### config.mk
export PLATFORM = sky130hd
export DESIGN_NAME = mem_stage
export DESIGN_NICKNAME = d
export VERILOG_FILES = /design/src/rtl/mem_stage_pkg.sv /design/src/rtl/sram_word_ctrl.sv /design/src/rtl/mem_stage.sv
export SDC_FILE = /design/constraint.sdc
export NUM_CORES = 1
export LEC_CHECK = 0
export ABC_AREA = 0
export CAP_MARGIN = 10
export CORE_AREA = 2 2 149 151
export DETAILED_ROUTE_END_ITERATION = 16
export DIE_AREA = 0 0 151 153
export PLACE_DENSITY_LB_ADDON = 0.25
export SLEW_MARGIN = 5
export SYNTH_ARGS = -nofsm -noshare
export SYNTH_HDL_FRONTEND = slang
export SYNTH_SLANG_ARGS = --single-unit
### constraint.sdc
create_clock -name clk -period 1.8 [get_ports clk]
set_input_delay 0.36 -clock clk [delete_from_list [all_inputs] [get_ports clk]]
set_output_delay 0.36 -clock clk [all_outputs]
set_load 0.05 [all_outputs]
### src/rtl/mem_stage_pkg.sv
// Shared types and constants for the memory stage: FSM states, SRAM strobe idle level, half-word selects.
// No logic or latency of its own; imported by mem_stage and sram_word_ctrl.
package mem_stage_pkg;

    typedef enum logic [1:0] {
        IDLE = 2'd0,
        LO   = 2'd1,
        HI   = 2'd2,
        DONE = 2'd3
    } state_t;

    localparam logic STROBE_OFF = 1'b1;
    localparam logic HALF_LO    = 1'b0;
    localparam logic HALF_HI    = 1'b1;

endpackage

### src/rtl/sram_word_ctrl.sv
// 32-bit word access as two half-word SRAM cycles, each held WAIT_CYCLES; busy from start until DONE.
// Latches address/data/op at start; start is ignored outside IDLE.
module sram_word_ctrl
    import mem_stage_pkg::*;
#(
    parameter int SRAM_AW     = 18,
    parameter int WAIT_CYCLES = 2
) (
    input  logic               clk,
    input  logic               rst,
    input  logic               start,
    input  logic               is_write,
    input  logic [SRAM_AW-1:0] base_addr,
    input  logic [31:0]        wdata,
    output logic               idle,
    output logic               done,
    output logic [31:0]        rd_word,
    output logic [SRAM_AW-1:0] sram_addr,
    output logic [15:0]        sram_wdata,
    input  logic [15:0]        sram_rdata,
    output logic               sram_we_n,
    output logic               sram_oe_n
);

    localparam int CW = (WAIT_CYCLES > 1) ? $clog2(WAIT_CYCLES) : 1;
    localparam logic [CW-1:0] CNT_LAST = CW'(WAIT_CYCLES - 1);

    state_t             state;
    logic [CW-1:0]      cnt;
    logic [SRAM_AW-1:0] base_q;
    logic [15:0]        st_hi_q;
    logic [15:0]        lo_q;
    logic [15:0]        hi_q;
    logic               last;

    assign last    = (cnt == CNT_LAST);
    assign idle    = (state == IDLE);
    assign done    = (state == DONE);
    assign rd_word = {hi_q, lo_q};

    always_ff @(posedge clk) begin
        if (!rst) begin
            state      <= IDLE;
            cnt        <= '0;
            base_q     <= '0;
            st_hi_q    <= '0;
            lo_q       <= '0;
            hi_q       <= '0;
            sram_addr  <= '0;
            sram_wdata <= '0;
            sram_we_n  <= STROBE_OFF;
            sram_oe_n  <= STROBE_OFF;
        end else begin
            case (state)
                IDLE: begin
                    if (start) begin
                        state      <= LO;
                        cnt        <= '0;
                        base_q     <= base_addr;
                        st_hi_q    <= wdata[31:16];
                        sram_addr  <= base_addr;
                        sram_wdata <= wdata[15:0];
                        sram_we_n  <= ~is_write;
                        sram_oe_n  <= is_write;
                    end
                end
                LO: begin
                    // Strobe stays asserted across the half boundary; only address and data move.
                    if (last) begin
                        lo_q       <= sram_rdata;
                        state      <= HI;
                        cnt        <= '0;
                        sram_addr  <= base_q | {{(SRAM_AW-1){1'b0}}, HALF_HI};
                        sram_wdata <= st_hi_q;
                    end else begin
                        cnt <= cnt + 1'b1;
                    end
                end
                HI: begin
                    if (last) begin
                        hi_q      <= sram_rdata;
                        state     <= DONE;
                        cnt       <= '0;
                        sram_we_n <= STROBE_OFF;
                        sram_oe_n <= STROBE_OFF;
                    end else begin
                        cnt <= cnt + 1'b1;
                    end
                end
                default: state <= IDLE;
            endcase
        end
    end

endmodule

### src/rtl/mem_stage.sv
// Memory stage: MEM/WB payload registers, SRAM address translation, 1+2*WAIT_CYCLES stall per access via mem_ready.
// MEM_STAGE_READ_BUF_EN adds a one-word buffer of the last load; hits complete with no stall.
module mem_stage
    import mem_stage_pkg::*;
#(
    parameter logic [31:0] DATA_BASE   = 32'd1024,
    parameter int          SRAM_AW     = 18,
    parameter int          WAIT_CYCLES = 2
) (
    input  logic               clk,
    input  logic               rst,
    input  logic               wb_en_in,
    input  logic               mem_read,
    input  logic               mem_write,
    input  logic [3:0]         dest_in,
    input  logic [31:0]        alu_result,
    input  logic [31:0]        st_val,
    output logic               mem_ready,
    output logic               wb_en_out,
    output logic               mem_r_en_out,
    output logic [31:0]        alu_out,
    output logic [31:0]        mem_result,
    output logic [3:0]         dest_out,
    output logic [SRAM_AW-1:0] sram_addr,
    output logic [15:0]        sram_wdata,
    input  logic [15:0]        sram_rdata,
    output logic               sram_we_n,
    output logic               sram_oe_n
);

    logic [31:0]        byte_off;
    logic [SRAM_AW-1:0] base_word;
    logic               unused_off_bits;
    logic               req;
    logic               is_load;
    logic               hit;
    logic [31:0]        hit_data;
    logic               start;
    logic               idle;
    logic               done;
    logic [31:0]        rd_word;

    logic               wb_q;
    logic               rd_q;
    logic [3:0]         dest_q;
    logic [31:0]        alu_q;

    // Modulo-2^32 offset; below-base addresses simply wrap into the SRAM window.
    assign byte_off        = alu_result - DATA_BASE;
    assign base_word       = {byte_off[SRAM_AW:2], HALF_LO};
    assign unused_off_bits = ^{byte_off[31:SRAM_AW+1], byte_off[1:0]};

    assign req     = mem_read | mem_write;
    assign is_load = mem_read & ~mem_write;

`ifdef MEM_STAGE_READ_BUF_EN
    logic               buf_vld;
    logic [SRAM_AW-1:0] buf_addr;
    logic [31:0]        buf_data;
    logic [SRAM_AW-1:0] acc_addr;
    logic [31:0]        acc_st;

    assign hit      = is_load & buf_vld & (buf_addr == base_word);
    assign hit_data = buf_data;

    always_ff @(posedge clk) begin
        if (!rst) begin
            buf_vld  <= 1'b0;
            buf_addr <= '0;
            buf_data <= '0;
            acc_addr <= '0;
            acc_st   <= '0;
        end else begin
            if (start) begin
                acc_addr <= base_word;
                acc_st   <= st_val;
            end
            if (done) begin
                if (rd_q) begin
                    buf_vld  <= 1'b1;
                    buf_addr <= acc_addr;
                    buf_data <= rd_word;
                end else if (buf_vld && (buf_addr == acc_addr)) begin
                    buf_data <= acc_st;
                end
            end
        end
    end
`else
    assign hit      = 1'b0;
    assign hit_data = '0;
`endif

    assign start     = idle & req & ~hit;
    assign mem_ready = idle ? ~start : done;

    sram_word_ctrl #(
        .SRAM_AW     (SRAM_AW),
        .WAIT_CYCLES (WAIT_CYCLES)
    ) u_ctrl (
        .clk        (clk),
        .rst        (rst),
        .start      (start),
        .is_write   (mem_write),
        .base_addr  (base_word),
        .wdata      (st_val),
        .idle       (idle),
        .done       (done),
        .rd_word    (rd_word),
        .sram_addr  (sram_addr),
        .sram_wdata (sram_wdata),
        .sram_rdata (sram_rdata),
        .sram_we_n  (sram_we_n),
        .sram_oe_n  (sram_oe_n)
    );

    always_ff @(posedge clk) begin
        if (!rst) begin
            wb_q         <= 1'b0;
            rd_q         <= 1'b0;
            dest_q       <= '0;
            alu_q        <= '0;
            wb_en_out    <= 1'b0;
            mem_r_en_out <= 1'b0;
            alu_out      <= '0;
            mem_result   <= '0;
            dest_out     <= '0;
        end else if (idle) begin
            if (start) begin
                wb_q   <= wb_en_in;
                rd_q   <= is_load;
                dest_q <= dest_in;
                alu_q  <= alu_result;
            end else begin
                wb_en_out    <= wb_en_in;
                mem_r_en_out <= is_load;
                alu_out      <= alu_result;
                dest_out     <= dest_in;
                if (hit) begin
                    mem_result <= hit_data;
                end
            end
        end else if (done) begin
            wb_en_out    <= wb_q;
            mem_r_en_out <= rd_q;
            alu_out      <= alu_q;
            dest_out     <= dest_q;
            if (rd_q) begin
                mem_result <= rd_word;
            end
        end
    end

endmodule

==> results_dict.tcl <==
set metrics [dict create \
    clk_pin_slew_ns 0.06 \
    drv_cap 0 \
    synth_cells 936 \
    cp.depth 5 \
    mostFrequentLayoutCells "nand2_1 (313), dfxtp_1 (202), buf_4 (146), a21boi_0 (112), clkdlybuf4s50_1 (87)" \
    outcome "finished, violations left" \
    muxShareOfSynthArea_pct 7.69 \
    synth_top_area_cell "dfxtp_1" \
    synth.net_count 1031 \
    grt_max_degree 68 \
    nets 1234 \
    worst_setup_path_end_kind "output pin" \
    fin_cells 1434 \
    syn_avg_cell_area_sq_um 9.03 \
    syn-cell-area_sq_mm 0.00846 \
    slew_violations 0 \
    grt_pass1_wl_mm 34.6 \
    reg2regPathDepth 9 \
    tightest_slew_ns 0.359 \
    antenna_left 0 \
    ioPinCount 196 \
    path_delay_family "flip-flops" \
    grt_pass1_vias 6646 \
    critPathLaunchType "register" \
    period_needed_ns 1.82 \
    yosys_most_used_dff "dfxtp_1" \
    leakage_nw 5.29 \
    synth_warnings 0 \
    critPathKind "register to output pin" \
    timing.final.ws_setup_ns -0.0170 \
    rows 54 \
    setup_viol 1 \
    fmax_ghz 0.550 \
    antenna_found_initial 0 \
    start_util_pct 39.4 \
    final_common_cell "nand2_1" \
    worst_ep_required_time_ns 1.44 \
    holdPathStages 2 \
    drive_gt1_share_pct 19.2 \
    clk_path_buf_depth 3 \
    drcViolationCount 0 \
    slowest_stage "dfxtp_2" \
    dp.cells 1387 \
    p_per_area_mw_per_mm2 1800 \
    fin_skew_ns 0.00874 \
    vias_per_cell 4.92 \
    hold_class "input port to register" \
    startpoint "u_ctrl.state[1]" \
    stdcell_area_sq_mm 0.0116 \
    placed_area_sq_mm 0.0107 \
    rr_startpoint "u_ctrl.state[1]" \
    n_antenna_cell 0 \
    drt_pre_antenna_iters 4 \
    worstPathCellList "inv_2 > ha_4 > o21a_4 > nor2_4 > buf_12" \
    rsz0062_at_grt "yes" \
    synth_top_area_share_pct 48.3 \
    io_buffer_count 195 \
    drtIter0Drc 301 \
    gp_congestion 0.794 \
    yosysSeqAreaShare_pct 48.3 \
    cp_num_buf_inv 2 \
    cts_max_level 1 \
    synthSimpleGateAreaFrac_pct 17.7 \
    die-height_um 153 \
    place_hpwl_mm 14.5 \
    violations "setup timing" \
    slew_headroom_pct 76.1 \
    post_drt_wl_per_cell_um 15.3 \
    clock-root-buffer "clkbuf_16" \
    cts_sinks 204 \
    tritoncts "done" \
    synthAdderAreaFrac_pct 0.888 \
    vias 7050 \
    synth_edf_count 0 \
    dieWidth_um 151 \
    syn_to_final_growth_pct 37.6 \
    wl_mm 21.9 \
    synth_seq_cells 204 \
    pre_cts_ws_ns -0.174 \
    holdWs_ns 0.268 \
    core_sq_mm 0.0215 \
    design.die.area_sq_mm 0.0231 \
    cts_made_buffers 23 \
    ys_types 45 \
    fin_setup_tns_ns -0.0170 \
    hold_violations 0 \
    post-route-period-util_pct 101 \
    slowest_delay_ns 0.33 \
    cp.arrival_ns 1.46 \
    clkLatencyLatePin_ns 0.49 \
    ys_top_cells_by_area "dfxtp_1 (48%), nand2_1 (14%), a21boi_0 (10%)" \
    synth_compound_area_share_pct 20.7 \
    grtUsageTotal_pct 18.4 \
    hp-start "rst" \
    async_reset_ff_share_pct 0 \
    crit_path_max_fanout 4 \
    grt_overflow 0 \
    vdd_drop_max_uv 1200 \
    synth_top_family_by_area "compound AO/OA/AOI/OAI gates" \
    synth_xor_area_share_pct 0.518 \
]
## worst paths after layout
path | endpoint | slack (ns)
setup / recovery | mem_ready | -0.02
hold / removal | u_ctrl.base_q[10] | 0.27
setup reg to reg | u_ctrl.sram_addr[17] | 0.05
hold reg to reg | alu_q[25] | 0.45
## what timing repair did
| item | CTS | global route |
|---|---|---|
| resized for setup | 10 | 2 |
| pin swaps | 3 | 1 |
| setup buffers | 5 | 1 |
| hold buffers | 0 | 0 |
| gates cloned | 0 | 1 |
| setup endpoints to repair | 1 | 4 |
## per-layer routing
metal / vias up / routed length (um) / track usage [%]
li1: 3563 / - / -
met1: 3291 / 10100 / 24.9
met2: 162 / 10000 / 30.2
met3: 34 / 1350 / 3.67
met4: 0 / 433 / 3.83
met5: - / 0 / 0
## layout make-up
| cell class | count | area (sq um) |
|---|---|---|
| sequential | 204 | 4090 |
| fill | 1998 | 9850 |
| clock inverter | 9 | 97.6 |
| multi-input combinational | 653 | 4070 |
| inverter | 5 | 18.8 |
| timing repair buffer | 252 | 2330 |
| tap | 280 | 350 |
| clock buffer | 31 | 676 |
## kinds of logic after synthesis
| family | after synthesis |
|---|---|
| multiplexers | 65 |
| buffers and inverters | 79 |
| AND/OR/NAND/NOR | 362 |
| AO/OA/AOI/OAI | 215 |
| XOR/XNOR | 5 |
| flip-flops | 204 |
| adder cells (fa/ha/maj) | 6 |
## synth_stat cells, drive strengths merged, types with 3 or more instances
cell	number
ha	6
xnor2	3
clkbuf	40
o21ai	16
nor3	6
dfxtp	204
mux2i	65
nand2	314
o211a	64
inv	5
nor3b	5
a21boi	119
nor2	12
nor2b	7
and2	5
buf	34
a21oi	5
nand2b	4
## registers in the layout, summed over array words and instances (netlist names), 9 cells and up
| register | flops |
|---|---|
| alu_out | 32 |
| mem_result | 32 |
| u_ctrl.hi_q | 16 |
| alu_q | 32 |
| u_ctrl.lo_q | 16 |
| u_ctrl.st_hi_q | 16 |
| u_ctrl.sram_wdata | 16 |
| u_ctrl.base_q | 9 |
| u_ctrl.sram_addr | 18 |
## stage by stage
stage	util, %	power (mW)
after floorplan	-	12.9
after global placement	50.0	15.8
after detailed placement	50.0	15.9
after CTS	53.9	20.9
after global routing	54.2	22.1
final	54.2	20.9
## power breakdown
group | leakage (nW) | internal (mW) | switching (mW)
Combinational | 3.23 | 3.85 | 6.09
Sequential | 1.67 | 5.62 | 0.613
Clock | 0.387 | 2.90 | 1.81
## worst reg2reg max path, delay by kind of cell, from the launching register on
kind / cells / cell delay, ns
DFF: 1 / 0.32
and+or+nand+nor: 2 / 0.35
adders and majority gates: 1 / 0.18
AOI/OAI and AO/OA: 2 / 0.24
buffers and inverters: 4 / 0.53
(Power assumes the default switching activity.)
